**src/rtl/disp_scan_ctrl.sv**
```systemverilog
// Multiplexed 8-digit display scanner with double-buffered frame handshake and per-slot dead time.
// Optional PWM brightness when DISP_SCAN_BRIGHTNESS_EN is defined.
module disp_scan_ctrl #(
  parameter int unsigned SLOT_CYC  = 83_333,
  parameter int unsigned BLANK_CYC = 500
) (
  input  logic        clk,
  input  logic        rst,
  input  logic        en,
  input  logic        frame_valid,
  input  logic [63:0] frame_data,
  output logic        frame_ready,
  input  logic [2:0]  bright,
  output logic        frame_done,
  output logic [15:0] DISPLAY
);

  localparam int unsigned CNT_W = $clog2(SLOT_CYC);
  localparam int unsigned ON_W  = CNT_W + 4;
  localparam logic [CNT_W-1:0] SLOT_LAST = CNT_W'(SLOT_CYC - 1);
  localparam logic [CNT_W-1:0] BLANK_END = CNT_W'(BLANK_CYC);

  // Packed as bytes so index 7 is digit 0 (frame_data[63:56]).
  typedef logic [7:0][7:0] frame_t;

  logic [CNT_W-1:0] slot_q, slot_d;
  logic [2:0]       dig_q, dig_d;
  frame_t           shadow_q, shadow_d;
  frame_t           active_q, active_d;
  logic             shadow_full_q, shadow_full_d;
  logic             active_vld_q, active_vld_d;
  logic             frame_ready_q, frame_ready_d;
  logic             frame_done_q, frame_done_d;
  logic [15:0]      display_q, display_d;
  logic             boundary;
  logic             on_phase;
  logic [7:0]       anode;

`ifdef DISP_SCAN_BRIGHTNESS_EN
  logic [2:0]       bright_q, bright_d;
  logic [ON_W-1:0]  span;
  logic [ON_W-1:0]  on_prod;
  logic [ON_W-1:0]  on_end;

  // on_len = span*(bright+1)/8, evaluated in ON_W bits so it cannot overflow.
  always_comb begin
    span     = ON_W'(SLOT_CYC - BLANK_CYC);
    on_prod  = span * ON_W'(bright_q) + span;
    on_end   = ON_W'(BLANK_CYC) + (on_prod >> 3);
    on_phase = (slot_q >= BLANK_END) && (ON_W'(slot_q) < on_end);
    bright_d = bright_q;
    if (en && (slot_q == '0)) bright_d = bright;
  end
`else
  logic unused_bright;
  assign unused_bright = ^bright;
  assign on_phase      = (slot_q >= BLANK_END);
`endif

  assign anode = ~(8'h80 >> dig_q);

  always_comb begin
    slot_d        = slot_q;
    dig_d         = dig_q;
    shadow_d      = shadow_q;
    active_d      = active_q;
    shadow_full_d = shadow_full_q;
    active_vld_d  = active_vld_q;
    display_d     = 16'hFFFF;

    if (!en) begin
      slot_d = '0;
      dig_d  = '0;
    end else if (slot_q == SLOT_LAST) begin
      slot_d = '0;
      dig_d  = dig_q + 3'd1;
    end else begin
      slot_d = slot_q + CNT_W'(1);
    end

    // Swap only uses the pre-cycle full flag, so a same-cycle accept waits a frame.
    boundary = en && (slot_q == '0) && (dig_q == '0);
    if (boundary && shadow_full_q) begin
      active_d      = shadow_q;
      active_vld_d  = 1'b1;
      shadow_full_d = 1'b0;
    end
    if (frame_valid && frame_ready_q) begin
      shadow_d      = frame_data;
      shadow_full_d = 1'b1;
    end

    frame_ready_d = !shadow_full_d;
    frame_done_d  = en && (dig_d == 3'd7) && (slot_d == SLOT_LAST);

    if (en && on_phase && active_vld_q) display_d = {active_q[~dig_q], anode};
  end

  always_ff @(posedge clk) begin
    if (rst) begin
      slot_q        <= '0;
      dig_q         <= '0;
      shadow_q      <= '0;
      active_q      <= '1;
      shadow_full_q <= 1'b0;
      active_vld_q  <= 1'b0;
      frame_ready_q <= 1'b0;
      frame_done_q  <= 1'b0;
      display_q     <= 16'hFFFF;
`ifdef DISP_SCAN_BRIGHTNESS_EN
      bright_q      <= '0;
`endif
    end else begin
      slot_q        <= slot_d;
      dig_q         <= dig_d;
      shadow_q      <= shadow_d;
      active_q      <= active_d;
      shadow_full_q <= shadow_full_d;
      active_vld_q  <= active_vld_d;
      frame_ready_q <= frame_ready_d;
      frame_done_q  <= frame_done_d;
      display_q     <= display_d;
`ifdef DISP_SCAN_BRIGHTNESS_EN
      bright_q      <= bright_d;
`endif
    end
  end

  assign frame_ready = frame_ready_q;
  assign frame_done  = frame_done_q;
  assign DISPLAY     = display_q;

endmodule

```
**config.mk**
```make
export PLATFORM = sky130hd
export DESIGN_NAME = disp_scan_ctrl
export DESIGN_NICKNAME = d
export VERILOG_FILES = /design/src/rtl/disp_scan_ctrl.sv
export SDC_FILE = /design/constraint.sdc
export NUM_CORES = 1
export LEC_CHECK = 0
export ABC_CLOCK_PERIOD_IN_PS = 2570
export CORE_ASPECT_RATIO = 1.25
export CORE_UTILIZATION = 55
export DETAILED_ROUTE_END_ITERATION = 10
export HOLD_SLACK_MARGIN = 0.05
export PLACE_DENSITY = 0.77
export SYNTH_ARGS = -nofsm -noshare
export SYNTH_HDL_FRONTEND = slang
export SYNTH_SLANG_ARGS = --single-unit
```
**constraint.sdc**
```tcl
create_clock -name clk -period 2.57 [get_ports clk]
set_input_delay 0.3855 -clock clk [delete_from_list [all_inputs] [get_ports clk]]
set_output_delay 0.3855 -clock clk [all_outputs]
set_load 0.05 [all_outputs]
```
==> results.md <==
* I/O pin count at 89
* Setup TNS at 0 ns
* CTS root buf: clkbuf_16
* Synth-to-Final Area Change at 23.7%
* Net count after synthesis at 862
* H-tree depth at 4
* GRT Total Usage at 24.9%
* Max cap viols at 0
* CTS tree: built
* Chip width at 101 um
* Number of synthesized flops with an enable pin at 0
* Slew @ Worst Pin at 0.651 ns
* CP Max Fanout at 64
* Wire length per cell at 14.3 um
* Hold crit path type: input pin to flip-flop
* Net Switching at 1250 uW
* Clock share of power at 45.8%
* Top-area cell type share of the netlist area at 50.3%
* CP Capture Type: flip-flop
* Largest net degree at the start of global routing at 132
* Sequential area share after synthesis at 50.3%
* Die Footprint at 12,600 um^2
* Initial antenna violation count at 0
* Skew final at 0.0121 ns
* Initial core utilization at 57.1%
* Dpl cells at 990
* CP arrival at 2.59 ns
* Crit path launch type: flip-flop
* Slowest CP cell: or4b_4
* Commonest non-fill, non-tap cell in the layout: nand2_1
* Tcrit/Tclk final at 89.4%
* Fillers at 937
* Synth area leader: dfxtp_1
* Combinational Power Share at 6.7%
* RePlAce Congestion at 0.871
* Unrepaired setup endpoints after global routing: no
* Cell Area, Synth at 6690 um^2
* Num CTS Buffers at 17
* PD cells at 700 nW/um^2
* Global route overflow at 0
* Via Count at 5,418
* Synth warn at 0
* Die Y at 125 um
* Hold_buf cts at 0
* Detail Placement HPWL at 9450 um
* WHS at 0.410 ns
* Synth cell types at 38
* Sequential Power Share at 47.5%
* Commonest non-fill, non-tap cells in the layout: 283 x nand2_1, 168 x dfxtp_1, 84 x clkdlybuf4s50_1, 67 x a21oi_1, 64 x nand3b_1
* Cell Rows at 44
* Cts repair resizes at 0
* Fraction of final layout cells sized beyond drive strength 1 at 7.91%
* Vias per std cell at 5.31
* Crit-path cells: inv_1, ha_1, or4b_4, nor4_4, nand3_2, buf_4, nand2_1, nand3b_1
* Vias in the first global route at 5,357
* Leak Pwr at 0.00319 uW
* Count of state elements after synthesis at 168
* Ys async rst share at 0%
* VDD IR max at 359 uV
* Drt pass-1 iters at 7
* Number of setup buffers added after CTS at 0
* Sw Share at 21.6%
* ANT cells at 0
* CP Data Required Time at 2.86 ns
* Core footprint at 11,700 um^2
* Fin. max-slew vios at 0
* Clk_lat worst skew at 0.42 ns
* Buffers on Ports at 85
* Avg Inst Size Synth at 8.56 um^2
* CTS max path bufs at 2
* Maximum clock rate at 0.435 GHz
* Global-route wire length before repair at 25,000 um
* Final hold violation count at 0
* DRT iter0 DRCs at 290
* Nets@finish at 928
* Main synth FF type: dfxtp_1
* Clock sinks at 168
* Status: complete, no violations
* Normalized max-slew margin at 56.5%
* Post-route DRC at 0
* Tmin final at 2.30 ns
* Fin cells at 1,021
* Clock transition at path regs at 0.06 ns
* Mapped Cells at 782
* Final WL at 14,600 um
* Final setup vio count at 0
* Antenna Nets Post-Route at 0
* Critical path class: flip-flop to flip-flop
* Slowest cell delay on critical path at 0.48 ns
* Internal Power at 4550 uW
* Top cells by area, synth: dfxtp_1 50%, nand2_1 16%, nand3b_1 7.2%, mux4_2 5.4%, a21oi_1 5.0%
==> registers in the layout, summed over array words and instances (netlist names) <==
name,count
shadow_full_q,1
slot_q,17
frame_ready,1
DISPLAY,16
active_q,64
active_vld_q,1
frame_done,1
dig_q,3
shadow_q,64
==> worst paths after layout <==
path	from	to	slack, ns	cells after the start
max	slot_q[0]	active_q[32]	0.27	8
min	rst	dig_q[1]	0.41	3
max reg2reg	slot_q[0]	active_q[32]	0.27	8
min reg2reg	shadow_q[47]	shadow_q[47]	0.45	2
==> stage by stage <==
stage          total power (uW)  cell area, um^2  worst slack [ns]  utilization, %
3_3_place_gp               3180             7660             0.400            65.3
3_5_place_dp               3200             7660             0.312            65.3
5_1_grt                    6000             8270             0.152            70.6
6_report                   5800             8270             0.273            70.6
4_1_cts                    5830             8270             0.280            70.6
2_1_floorplan              3020             6690             0.366               -
==> synthesized netlist by cell type (all sizes together) (6+ instances only) <==
| master | instances |
|---|---|
| buf | 19 |
| ha | 9 |
| inv | 12 |
| mux4 | 16 |
| xnor2 | 15 |
| nor4 | 7 |
| and3 | 6 |
| nand2 | 284 |
| nand3 | 22 |
| nand3b | 64 |
| clkbuf | 31 |
| a21oi | 67 |
| nor2 | 28 |
| dfxtp | 168 |
==> kinds of logic after synthesis <==
family	after synthesis	share of synthesized area, %
multiplexers	19	5.85
XOR/XNOR	19	2.49
buffers and inverters	62	4.00
AO/OA/AOI/OAI	74	5.87
adder cells (fa/ha/maj)	9	1.68
flip-flops	168	50.3
AND/OR/NAND/NOR	431	29.8
==> worst max-delay path: cells and delay by family, from the launching register on <==
kind	cells	cell delay, ns
AND/OR/NAND/NOR	5	1.21
buffers and inverters	2	0.41
flip-flops	1	0.38
adder cells (fa/ha/maj)	1	0.15
==> power groups by stage <==
stage               combinational [uW]  clock [uW]  sequential, uW
finish                             388        2660            2750
CTS                                393        2680            2750
detailed placement                 388           0            2810
global placement                   378           0            2800
floorplan                          225           0            2800
global route                       435        2810            2760
==> layer usage <==
metal | part of all wire, % | routed length (um) | global-route usage, % | vias up
met4 | 2.2 | 320 | 9.21 | 0
met5 | 0 | 0 | 0 | -
met3 | 3.4 | 501 | 3.86 | 29
met2 | 50 | 7280 | 41.9 | 110
li1 | - | - | - | 2704
met1 | 44 | 6480 | 32.1 | 2575
==> cell type report <==
class	count	area [um^2]	share of cell area, %
clock buffer	19	443	5.35
clock inverter	12	175	2.12
sequential	168	3360	40.6
timing repair buffer	97	976	11.8
inverter	12	45.0	0.544
tap	161	201	2.43
multi-input combinational	552	3070	37.1
Note: power is estimated with default switching activity, not from simulation.
